--- src/rtl/ptr_sync_flag_gen_if.sv ---
// Pointer/flag bundle between a FIFO pointer generator and its sync/flag block.
// The master side drives the pointers; the slave side returns the flags.
interface ptr_sync_flag_gen_if #(
  parameter int WIDTH = 8
);
  logic [WIDTH-1:0] LOCAL_GRAY;
  logic [WIDTH-1:0] REMOTE_GRAY;
  logic             FLAG;
  logic             ALMOST;
  logic [WIDTH-1:0] LEVEL;
  logic [WIDTH-1:0] REMOTE_BIN;
  logic             ERR;

  modport master (
    output LOCAL_GRAY,
    output REMOTE_GRAY,
    input  FLAG,
    input  ALMOST,
    input  LEVEL,
    input  REMOTE_BIN,
    input  ERR
  );

  modport slave (
    input  LOCAL_GRAY,
    input  REMOTE_GRAY,
    output FLAG,
    output ALMOST,
    output LEVEL,
    output REMOTE_BIN,
    output ERR
  );
endinterface

--- src/rtl/ptr_sync_flag_gen.sv ---
// Synchronizes the remote gray pointer, decodes occupancy and drives registered
// empty (MODE=0) or full (MODE=1) flags back to the local pointer generator.
module ptr_sync_flag_gen #(
  parameter int WIDTH         = 8,
  parameter int SYNC_STAGES   = 2,
  parameter int MODE          = 0,
  parameter int ALMOST_THRESH = 4
) (
  input logic               CLK,
  input logic               RST,
  ptr_sync_flag_gen_if.slave bus
);

  localparam logic [WIDTH-1:0] DEPTH    = {1'b1, {(WIDTH-1){1'b0}}};
  localparam logic [WIDTH-1:0] THRESH   = WIDTH'(ALMOST_THRESH);
  localparam logic [WIDTH-1:0] FULL_LVL = DEPTH - THRESH;
  localparam logic             RST_FLAG = (MODE == 0);

  if (WIDTH < 3) begin : g_bad_width
    $error("ptr_sync_flag_gen: WIDTH must be at least 3");
  end
  if (SYNC_STAGES < 2 || SYNC_STAGES > 4) begin : g_bad_sync
    $error("ptr_sync_flag_gen: SYNC_STAGES must be 2..4");
  end
  if (ALMOST_THRESH < 1 || ALMOST_THRESH > (2**(WIDTH-1)) - 1) begin : g_bad_thresh
    $error("ptr_sync_flag_gen: ALMOST_THRESH out of range");
  end

  function automatic logic [WIDTH-1:0] gray2bin(input logic [WIDTH-1:0] g);
    logic [WIDTH-1:0] b;
    b = '0;
    b[WIDTH-1] = g[WIDTH-1];
    for (int i = WIDTH-2; i >= 0; i--) begin
      b[i] = b[i+1] ^ g[i];
    end
    return b;
  endfunction

  logic [WIDTH-1:0] sync_q [SYNC_STAGES];
  logic [WIDTH-1:0] rsync;
  logic [WIDTH-1:0] rsync_bin;
  logic [WIDTH-1:0] local_bin;
  logic [WIDTH-1:0] full_pat;
  logic [WIDTH-1:0] level_nxt;
  logic             flag_nxt;
  logic             almost_nxt;
  logic             err_nxt;

  logic             flag_q;
  logic             almost_q;
  logic [WIDTH-1:0] level_q;
  logic [WIDTH-1:0] remote_bin_q;
  logic             err_q;

  // Plain flop chain: nothing may sit between stages of the synchronizer.
  always_ff @(posedge CLK or posedge RST) begin
    if (RST) begin
      for (int i = 0; i < SYNC_STAGES; i++) sync_q[i] <= '0;
    end else begin
      sync_q[0] <= bus.REMOTE_GRAY;
      for (int i = 1; i < SYNC_STAGES; i++) sync_q[i] <= sync_q[i-1];
    end
  end

  always_comb begin
    rsync     = sync_q[SYNC_STAGES-1];
    rsync_bin = gray2bin(rsync);
    local_bin = gray2bin(bus.LOCAL_GRAY);
    // Full when the pointers differ only in the top two gray bits (wrap bit set apart).
    full_pat  = {~rsync[WIDTH-1:WIDTH-2], rsync[WIDTH-3:0]};
    if (MODE == 0) begin
      level_nxt  = rsync_bin - local_bin;
      flag_nxt   = (bus.LOCAL_GRAY == rsync);
      almost_nxt = (level_nxt <= THRESH);
    end else begin
      level_nxt  = local_bin - rsync_bin;
      flag_nxt   = (bus.LOCAL_GRAY == full_pat);
      almost_nxt = (level_nxt >= FULL_LVL);
    end
    err_nxt = (level_nxt > DEPTH);
  end

  always_ff @(posedge CLK or posedge RST) begin
    if (RST) begin
      flag_q       <= RST_FLAG;
      almost_q     <= RST_FLAG;
      level_q      <= '0;
      remote_bin_q <= '0;
      err_q        <= 1'b0;
    end else begin
      flag_q       <= flag_nxt;
      almost_q     <= almost_nxt;
      level_q      <= level_nxt;
      remote_bin_q <= rsync_bin;
      err_q        <= err_q | err_nxt;
    end
  end

  assign bus.FLAG       = flag_q;
  assign bus.ALMOST     = almost_q;
  assign bus.LEVEL      = level_q;
  assign bus.REMOTE_BIN = remote_bin_q;
  assign bus.ERR        = err_q;

endmodule

--- src/flat_wrapper.sv ---
// flat-port wrapper written by rule: the top's interface ports become plain ports
module ptr_sync_flag_gen_flat 
#(
  parameter int WIDTH         = 8,
  parameter int SYNC_STAGES   = 2,
  parameter int MODE          = 0,
  parameter int ALMOST_THRESH = 4
)
  (CLK, RST, bus_LOCAL_GRAY, bus_REMOTE_GRAY, bus_FLAG, bus_ALMOST, bus_LEVEL, bus_REMOTE_BIN, bus_ERR);
  ptr_sync_flag_gen_if #(.WIDTH(WIDTH)) bus_i ();
  input logic CLK;
  input logic RST;
  input wire logic [$bits(bus_i.LOCAL_GRAY)-1:0] bus_LOCAL_GRAY;
  input wire logic [$bits(bus_i.REMOTE_GRAY)-1:0] bus_REMOTE_GRAY;
  output wire logic [$bits(bus_i.FLAG)-1:0] bus_FLAG;
  output wire logic [$bits(bus_i.ALMOST)-1:0] bus_ALMOST;
  output wire logic [$bits(bus_i.LEVEL)-1:0] bus_LEVEL;
  output wire logic [$bits(bus_i.REMOTE_BIN)-1:0] bus_REMOTE_BIN;
  output wire logic [$bits(bus_i.ERR)-1:0] bus_ERR;
  assign bus_i.LOCAL_GRAY = bus_LOCAL_GRAY;
  assign bus_i.REMOTE_GRAY = bus_REMOTE_GRAY;
  assign bus_FLAG = bus_i.FLAG;
  assign bus_ALMOST = bus_i.ALMOST;
  assign bus_LEVEL = bus_i.LEVEL;
  assign bus_REMOTE_BIN = bus_i.REMOTE_BIN;
  assign bus_ERR = bus_i.ERR;
  ptr_sync_flag_gen #(.WIDTH(WIDTH), .SYNC_STAGES(SYNC_STAGES), .MODE(MODE), .ALMOST_THRESH(ALMOST_THRESH)) u_core (.CLK(CLK), .RST(RST), .bus(bus_i));
endmodule
--- config.mk ---
export PLATFORM = sky130hd
export DESIGN_NAME = ptr_sync_flag_gen_flat
export DESIGN_NICKNAME = d
export VERILOG_FILES = /design/src/rtl/ptr_sync_flag_gen_if.sv /design/src/rtl/ptr_sync_flag_gen.sv /design/src/flat_wrapper.sv
export SDC_FILE = /design/constraint.sdc
export NUM_CORES = 1
export LEC_CHECK = 0
export ABC_AREA = 1
export CAP_MARGIN = 20
export CORE_MARGIN = 1.5
export CORE_UTILIZATION = 35
export DETAILED_ROUTE_END_ITERATION = 10
export HOLD_SLACK_MARGIN = 0.02
export PLACE_DENSITY = 0.55
export SLEW_MARGIN = 20
export SYNTH_ARGS = -nofsm -noshare
export SYNTH_HDL_FRONTEND = slang
export SYNTH_SLANG_ARGS = --single-unit
export TNS_END_PERCENT = 5
--- constraint.sdc ---
create_clock -name CLK -period 5.5 [get_ports CLK]
set_input_delay 1.375 -clock CLK [delete_from_list [all_inputs] [get_ports CLK]]
set_output_delay 1.375 -clock CLK [all_outputs]
set_load 0.005 [all_outputs]
==> reports/summary.txt, run 1 <==
CP Capture Point = u_core.bus.ERR
Clock sinks = 35
Placed instance count = 296
Worst Path Buf+Inv = 2
Die ar. = 5450 um2
Final-report hold violation count = 0
Setup crit start = bus_LOCAL_GRAY[7]
Relative slew slack = 72.6%
Slowest cell on crit path = clkdlybuf4s50_1
Pre-CTS setup slack = 0.956 ns
Vias per Instance = 4.40
Layout cells sized above 1 = 17.7%
Mapped Area = 1760 um2
Number of enable flip-flop cells after synthesis = 0
Worst min-delay path class = flop to flop
Post-synth top area share = 47.0%
DRT iter0 DRCs = 33
Clock root buffer = clkbuf_8
Peak Freq = 0.237 GHz
Synth cell types = 23
Syn_nets = 215
Most frequent cells in the layout = 39 x nand2_1, 36 x clkdlybuf4s50_1, 33 x dfrtp_1, 27 x inv_1, 25 x nand3_1
Sequential-to-total area share from yosys stat = 50.0%
Residual DRC = 0
Predominant post-synthesis flop cell = dfrtp_1
Total GRT Usage = 13.0%
CP arrival = 4.40 ns
CP peak stage delay = 0.56 ns
Largest family of logic cells by synthesized area = simple AND/OR/NAND/NOR gates
Clock H-tree levels = 2
R2R Path End = u_core.bus.ERR
Area grow syn2layout = 30.4%
Post-detail-place hpwl = 2.44 mm
GRT Residual Overflow = 0
Leakage Power = 1.14 nW
Gpl congestion = 0.798
Post_cts resized = 0
Ys Warns = 0
Asr flop ratio synth = 100%
Final instance area = 2290 um2
Crit start category = input pin
GR Layer Usage met2 = 21.0%
Initial antenna violation count = 0
Vias in the first global route = 1264
#FFs+latches synth = 35
CP Capture Type = flop
DIE WIDTH = 73.8 um
CTS tree = built
Max Clock Skew = 0.00806 ns
Global-route wire length before repair = 5.27 mm
Final period util = 76.8%
Hold Buf Count CTS = 0
TritonCTS Buffers = 5
Post-CTS setup buffer count = 0
Unrepaired setup endpoints after global routing = false
Drt pass-1 iters = 4
GRT busiest layer = met2
Mux cell area share after synthesis = 0%
Reg2reg start = u_core.rsync[7]
Met3 Usage GRT = 4.12%
Pwr Total = 0.724 mW
Clock transition at the registers of the reported paths = 0.07 ns
Post-route ant nets = 0
Die height = 73.8 um
Largest area contributor in the netlist = dfrtp_1
Avg WL per Cell = 9.83 um
Period minus WS final = 4.23 ns
Commonest non-fill, non-tap cell in the layout = nand2_1
Core area = 4790 um2
Compound-Gate Fraction of Synth Area = 2.49%
Max-slew violation count = 0
Kind of critical path = input pin to flop
XOR/XNOR Fraction of Synth Area = 6.41%
Vias = 1338
Hold path depth = 0
Outcome = finished, final reports clean
Worst path cell trace = clkdlybuf4s50_1, nand2_1, nand3_2, nand2_2, nand2_1, nand3_2, nand2_2, nand2_1, nand2_2, xor2_1, xnor2_1, ha_1, fa_1, inv_1, nand3_1, nand2_1, nand2_1, nand2_1, nand3_1, nor2_2, nand3_1, nand2_1, nand2_1
Layout Nets = 259
Post-Synth Simple-Gate Area = 30.2%
Mapped Cells = 192
Row cnt = 25
Fillers = 478
Top cells by area, synth = dfrtp_1 47%, nand2_1 8.3%, nand3_1 7.1%
Syn avg cell area = 9.14 um2
CP Data Required Time = 5.68 ns
Power per Cell Area = 316 nW/um2
Peak fanout along the critical path = 4
Final setup margin = 1.27 ns
Post-route insts no fill = 304
Clock buffer depth = 2
Slew @ Worst Pin = 0.410 ns
Crit-path leading delay family = simple AND/OR/NAND/NOR gates
Largest net degree at the start of global routing = 36
Initial core utilization = 36.7%
Worst IR Drop VDD = 0.000174 V
Post-Route WL = 2.99 mm
Port bufs = 36
Sum of negative setup slack = 0 ns
Top cell by count, worst path = nand2_1
Critical path depth in cells = 23
Flop2flop setup slack = 2.39 ns
FF-to-FF path depth = 22
# setup viols final = 0
Routing usage on met1 = 15.9%
Worst-Skew Late Latency = 0.29 ns
Number of diodes = 0
Max-cap check violation count = 0
IO Pins = 37
Adder-Cell Fraction of Synth Area = 3.99%
Placed inst area = 2210 um2
-- final cells by class --
| type | count | area [um2] | area share (%) |
|---|---|---|---|
| Sequential cell | 35 | 878 | 38.4 |
| Clock inverter | 1 | 5.00 | 0.219 |
| Multi-Input combinational cell | 125 | 757 | 33.1 |
| Timing Repair Buffer | 37 | 368 | 16.1 |
| Inverter | 32 | 120 | 5.25 |
| Tap cell | 67 | 83.8 | 3.66 |
| Clock buffer | 7 | 76.3 | 3.34 |
-- metrics by stage --
| step | util (%) | hold WS, ns |
|---|---|---|
| final | 47.8 | 0.339 |
| after global routing | 47.8 | 0.350 |
| after CTS | 47.8 | 0.350 |
| after detailed placement | 46.1 | 0.336 |
| after global placement | 46.1 | 0.334 |
| after floorplan | - | 0.331 |
-- synthesized netlist by cell type, types with 2 or more instances --
| master | number |
|---|---|
| nor2_1 | 6 |
| nand4_1 | 3 |
| nand3_1 | 25 |
| dfrtp_1 | 33 |
| xor2_1 | 8 |
| inv_1 | 27 |
| o21bai_1 | 2 |
| dfstp_2 | 2 |
| xnor2_1 | 3 |
| o21ai_1 | 2 |
| nand2_1 | 39 |
| nand2_2 | 15 |
| nand3_2 | 10 |
| inv_2 | 5 |
| ha_1 | 4 |
-- flip-flops by register name, indices dropped and copies added, names as in the netlist --
signal / count
u_core.rsync: 8
u_core.bus.ALMOST: 1
u_core.bus.FLAG: 1
u_core.bus.ERR: 1
u_core.bus.REMOTE_BIN: 8
u_core.sync_q: 8
u_core.bus.LEVEL: 8
-- kinds of logic after synthesis --
| logic type | after synthesis |
|---|---|
| AOI/OAI and AO/OA | 7 |
| xor gates and xnor gates | 12 |
| adders and majority gates | 5 |
| buffers and inverters | 32 |
| DFF | 35 |
| and+or+nand+nor | 101 |
-- worst min-delay path by stage --
stage	from	slack (ns)	end
after floorplan	u_core.sync_q[8]	0.33	u_core.rsync[0]
after global placement	u_core.sync_q[9]	0.33	u_core.rsync[1]
after detailed placement	u_core.sync_q[8]	0.34	u_core.rsync[0]
after CTS	u_core.sync_q[13]	0.35	u_core.rsync[5]
after global routing	u_core.sync_q[13]	0.35	u_core.rsync[5]
final	u_core.sync_q[12]	0.34	u_core.rsync[4]
-- layer usage --
metal / up-vias / part of all wire [%]
met2: 32 / 47
met1: 605 / 46
met4: 0 / 2.0
met5: - / 0
li1: 694 / -
met3: 7 / 4.1
-- power by group --
| group | switching [mW] | leakage (nW) | internal [mW] | total, mW |
|---|---|---|---|---|
| sequential | 0.0110 | 0.403 | 0.295 | 0.306 |
| clock | 0.0880 | 0.0422 | 0.0888 | 0.177 |
| combinational | 0.122 | 0.690 | 0.119 | 0.242 |
| total | 0.221 | 1.14 | 0.503 | 0.724 |
Power figures use the tool's default switching activity.
==> run 2, diff against run 1 <==
Clock period 5.5 ns to 4.05 ns, I/O delays scaled along.
==> run 2 against run 1 <==
Compared with the run above: critical path depth grew 1; power increased by 41%; clock power grew 54%; routed wire length rose by 2.4%; design area grew 1.8%; global-route usage rose by 0.089 points; critical endpoint unchanged.
==> reports/summary.txt, run 2 (synthesis results as in run 1) <==
Max-slew violation count = 0
Worst min-delay path class = flop to flop
CP Data Required Time = 4.23 ns
Final setup margin = 0.293 ns
Initial antenna violation count = 0
Worst IR Drop VDD = 0.000197 V
Post-route ant nets = 0
Post-route insts no fill = 306
TritonCTS Buffers = 5
Footprint of the multi-input gates = 764 um2
DRT iter0 DRCs = 10
Peak fanout along the critical path = 4
GRT Residual Overflow = 0
Relative slew slack = 57.4%
Post-Route WL = 3.06 mm
Pwr Total = 1.02 mW
Sequential share of power = 40.6%
Clock H-tree levels = 2
Peak Freq = 0.266 GHz
Core area = 4790 um2
Slew @ Worst Pin = 0.639 ns
Total GRT Usage = 13.1%
Clock sinks = 35
Row cnt = 25
Clk pwr share = 26.7%
Crit start category = input pin
Clock transition at the registers of the reported paths = 0.07 ns
Commonest non-fill, non-tap cell in the layout = nand2_1
Sw power = 0.300 mW
CP arrival = 3.93 ns
Most frequent cells in the layout = 39 x nand2_1, 36 x clkdlybuf4s50_1, 33 x dfrtp_1, 27 x inv_1, 25 x nand3_1
Die ar. = 5450 um2
DIE WIDTH = 73.8 um
CTS tree = built
Fillers = 463
Combinational Power Share = 32.7%
Net Sw Frac = 29.4%
Port bufs = 36
Pre-CTS setup slack = -0.0140 ns
Vias in the first global route = 1197
Final period util = 92.8%
Final-report hold violation count = 0
Outcome = finished, final reports clean
Post-CTS setup buffer count = 0
Placed instance count = 298
Initial core utilization = 36.7%
Drt pass-1 iters = 5
# setup viols final = 0
Die height = 73.8 um
CP Capture Type = flop
Max Clock Skew = 0.00485 ns
Max-cap check violation count = 0
Gpl congestion = 0.853
Clock buffer depth = 2
Number of diodes = 0
Post-detail-place hpwl = 2.55 mm
Vias per Instance = 4.40
Kind of critical path = input pin to flop
Area grow syn2layout = 32.7%
Avg WL per Cell = 10.0 um
Reg area = 878 um2
Largest net degree at the start of global routing = 19
Layout cells sized above 1 = 19.2%
Leakage Power = 1.16 nW
Power per Cell Area = 439 nW/um2
Vias = 1345
Period minus WS final = 3.76 ns
Residual DRC = 0
IO Pins = 37
Clock root buffer = clkbuf_8
Layout Nets = 261
Global-route wire length before repair = 5.23 mm
Internal power = 0.721 mW
Unrepaired setup endpoints after global routing = false
Worst-Skew Late Latency = 0.28 ns
run 2: cell types whose count changed in the layout (fill, tap and decap cells not counted):
cell / delta
clkbuf_8: +2
xor2_2: +1
clkinv_2: -1
clkbuf_1: -1
xor2_1: -1
buf_4: +2
run 2: worst max-delay path, stage by stage:
cell,delay (ns)
clkdlybuf4s50_1,0.54
inv_1,0.09
nand2_2,0.08
nand3_2,0.09
nand2_2,0.10
nand2_1,0.08
nand3_2,0.11
nand2_2,0.08
nand2_1,0.07
nand2_2,0.07
xor2_2,0.15
xnor2_1,0.13
ha_1,0.21
fa_1,0.41
inv_1,0.09
nand3_1,0.07
nand2_1,0.08
nand2_1,0.05
nand2_1,0.07
nand3_1,0.08
nor2_2,0.10
nand3_1,0.07
nand2_1,0.06
nand2_1,0.04
run 2: worst paths after layout:
kind,from,slack (ns),cells past startpoint,endpoint
worst min register to register,u_core.sync_q[13],0.34,0,u_core.rsync[5]
worst max-delay path,bus_LOCAL_GRAY[6],0.29,24,u_core.bus.ERR
max in group asynchronous,RST,2.20,3,u_core.bus.ALMOST
min in group asynchronous,RST,1.11,2,u_core.sync_q[9]
worst min-delay path,u_core.sync_q[13],0.34,0,u_core.rsync[5]
worst max register to register,u_core.rsync[7],0.91,22,u_core.bus.ERR
run 2: what timing repair did:
item,4_1_cts,5_1_grt
gates resized for setup,0,1
hold buffers,0,0
setup endpoints to repair,0,1
run 2: metal layers:
metal | share of wire (%) | vias up | GRT usage (%)
met2 | 47 | 32 | 21.2
met1 | 46 | 612 | 15.7
met5 | 0 | - | 0
li1 | - | 694 | -
met3 | 4.2 | 7 | 4.12
met4 | 2.3 | 0 | 6.17
run 2: area by class of cell:
cell class / instances / area share (%)
clock buffers: 8 / 4.30
repair buffers: 39 / 16.4
well taps: 67 / 3.60
inverters: 32 / 5.16
multi-input cells: 125 / 32.8
flip-flops and latches: 35 / 37.7
run 2: metrics by stage:
| step | util, % | instance area, um2 | hold slack, ns | TNS [ns] |
|---|---|---|---|---|
| finish | 48.7 | 2330 | 0.345 | 0 |
| global route | 48.7 | 2330 | 0.347 | 0 |
| CTS | 48.5 | 2320 | 0.350 | 0 |
| detailed placement | 46.4 | 2220 | 0.336 | -0.0140 |
| global placement | 46.4 | 2220 | 0.334 | 0 |
| floorplan | - | 1760 | 0.331 | 0 |
run 2: power groups by stage:
| stage | clock (mW) | sequential, mW | combinational [mW] |
|---|---|---|---|
| final | 0.273 | 0.415 | 0.334 |
| after global routing | 0.302 | 0.422 | 0.378 |
| after CTS | 0.287 | 0.416 | 0.338 |
| after detailed placement | 0 | 0.422 | 0.338 |
| after global placement | 0 | 0.422 | 0.337 |
| after floorplan | 0 | 0.429 | 0.184 |
==> run 3, diff against run 2 <==
Settings changed: TNS_END_PERCENT 5 to unset.
==> results of run 3 <==
Final layout, timing and power as in run 2 (identical DEF).
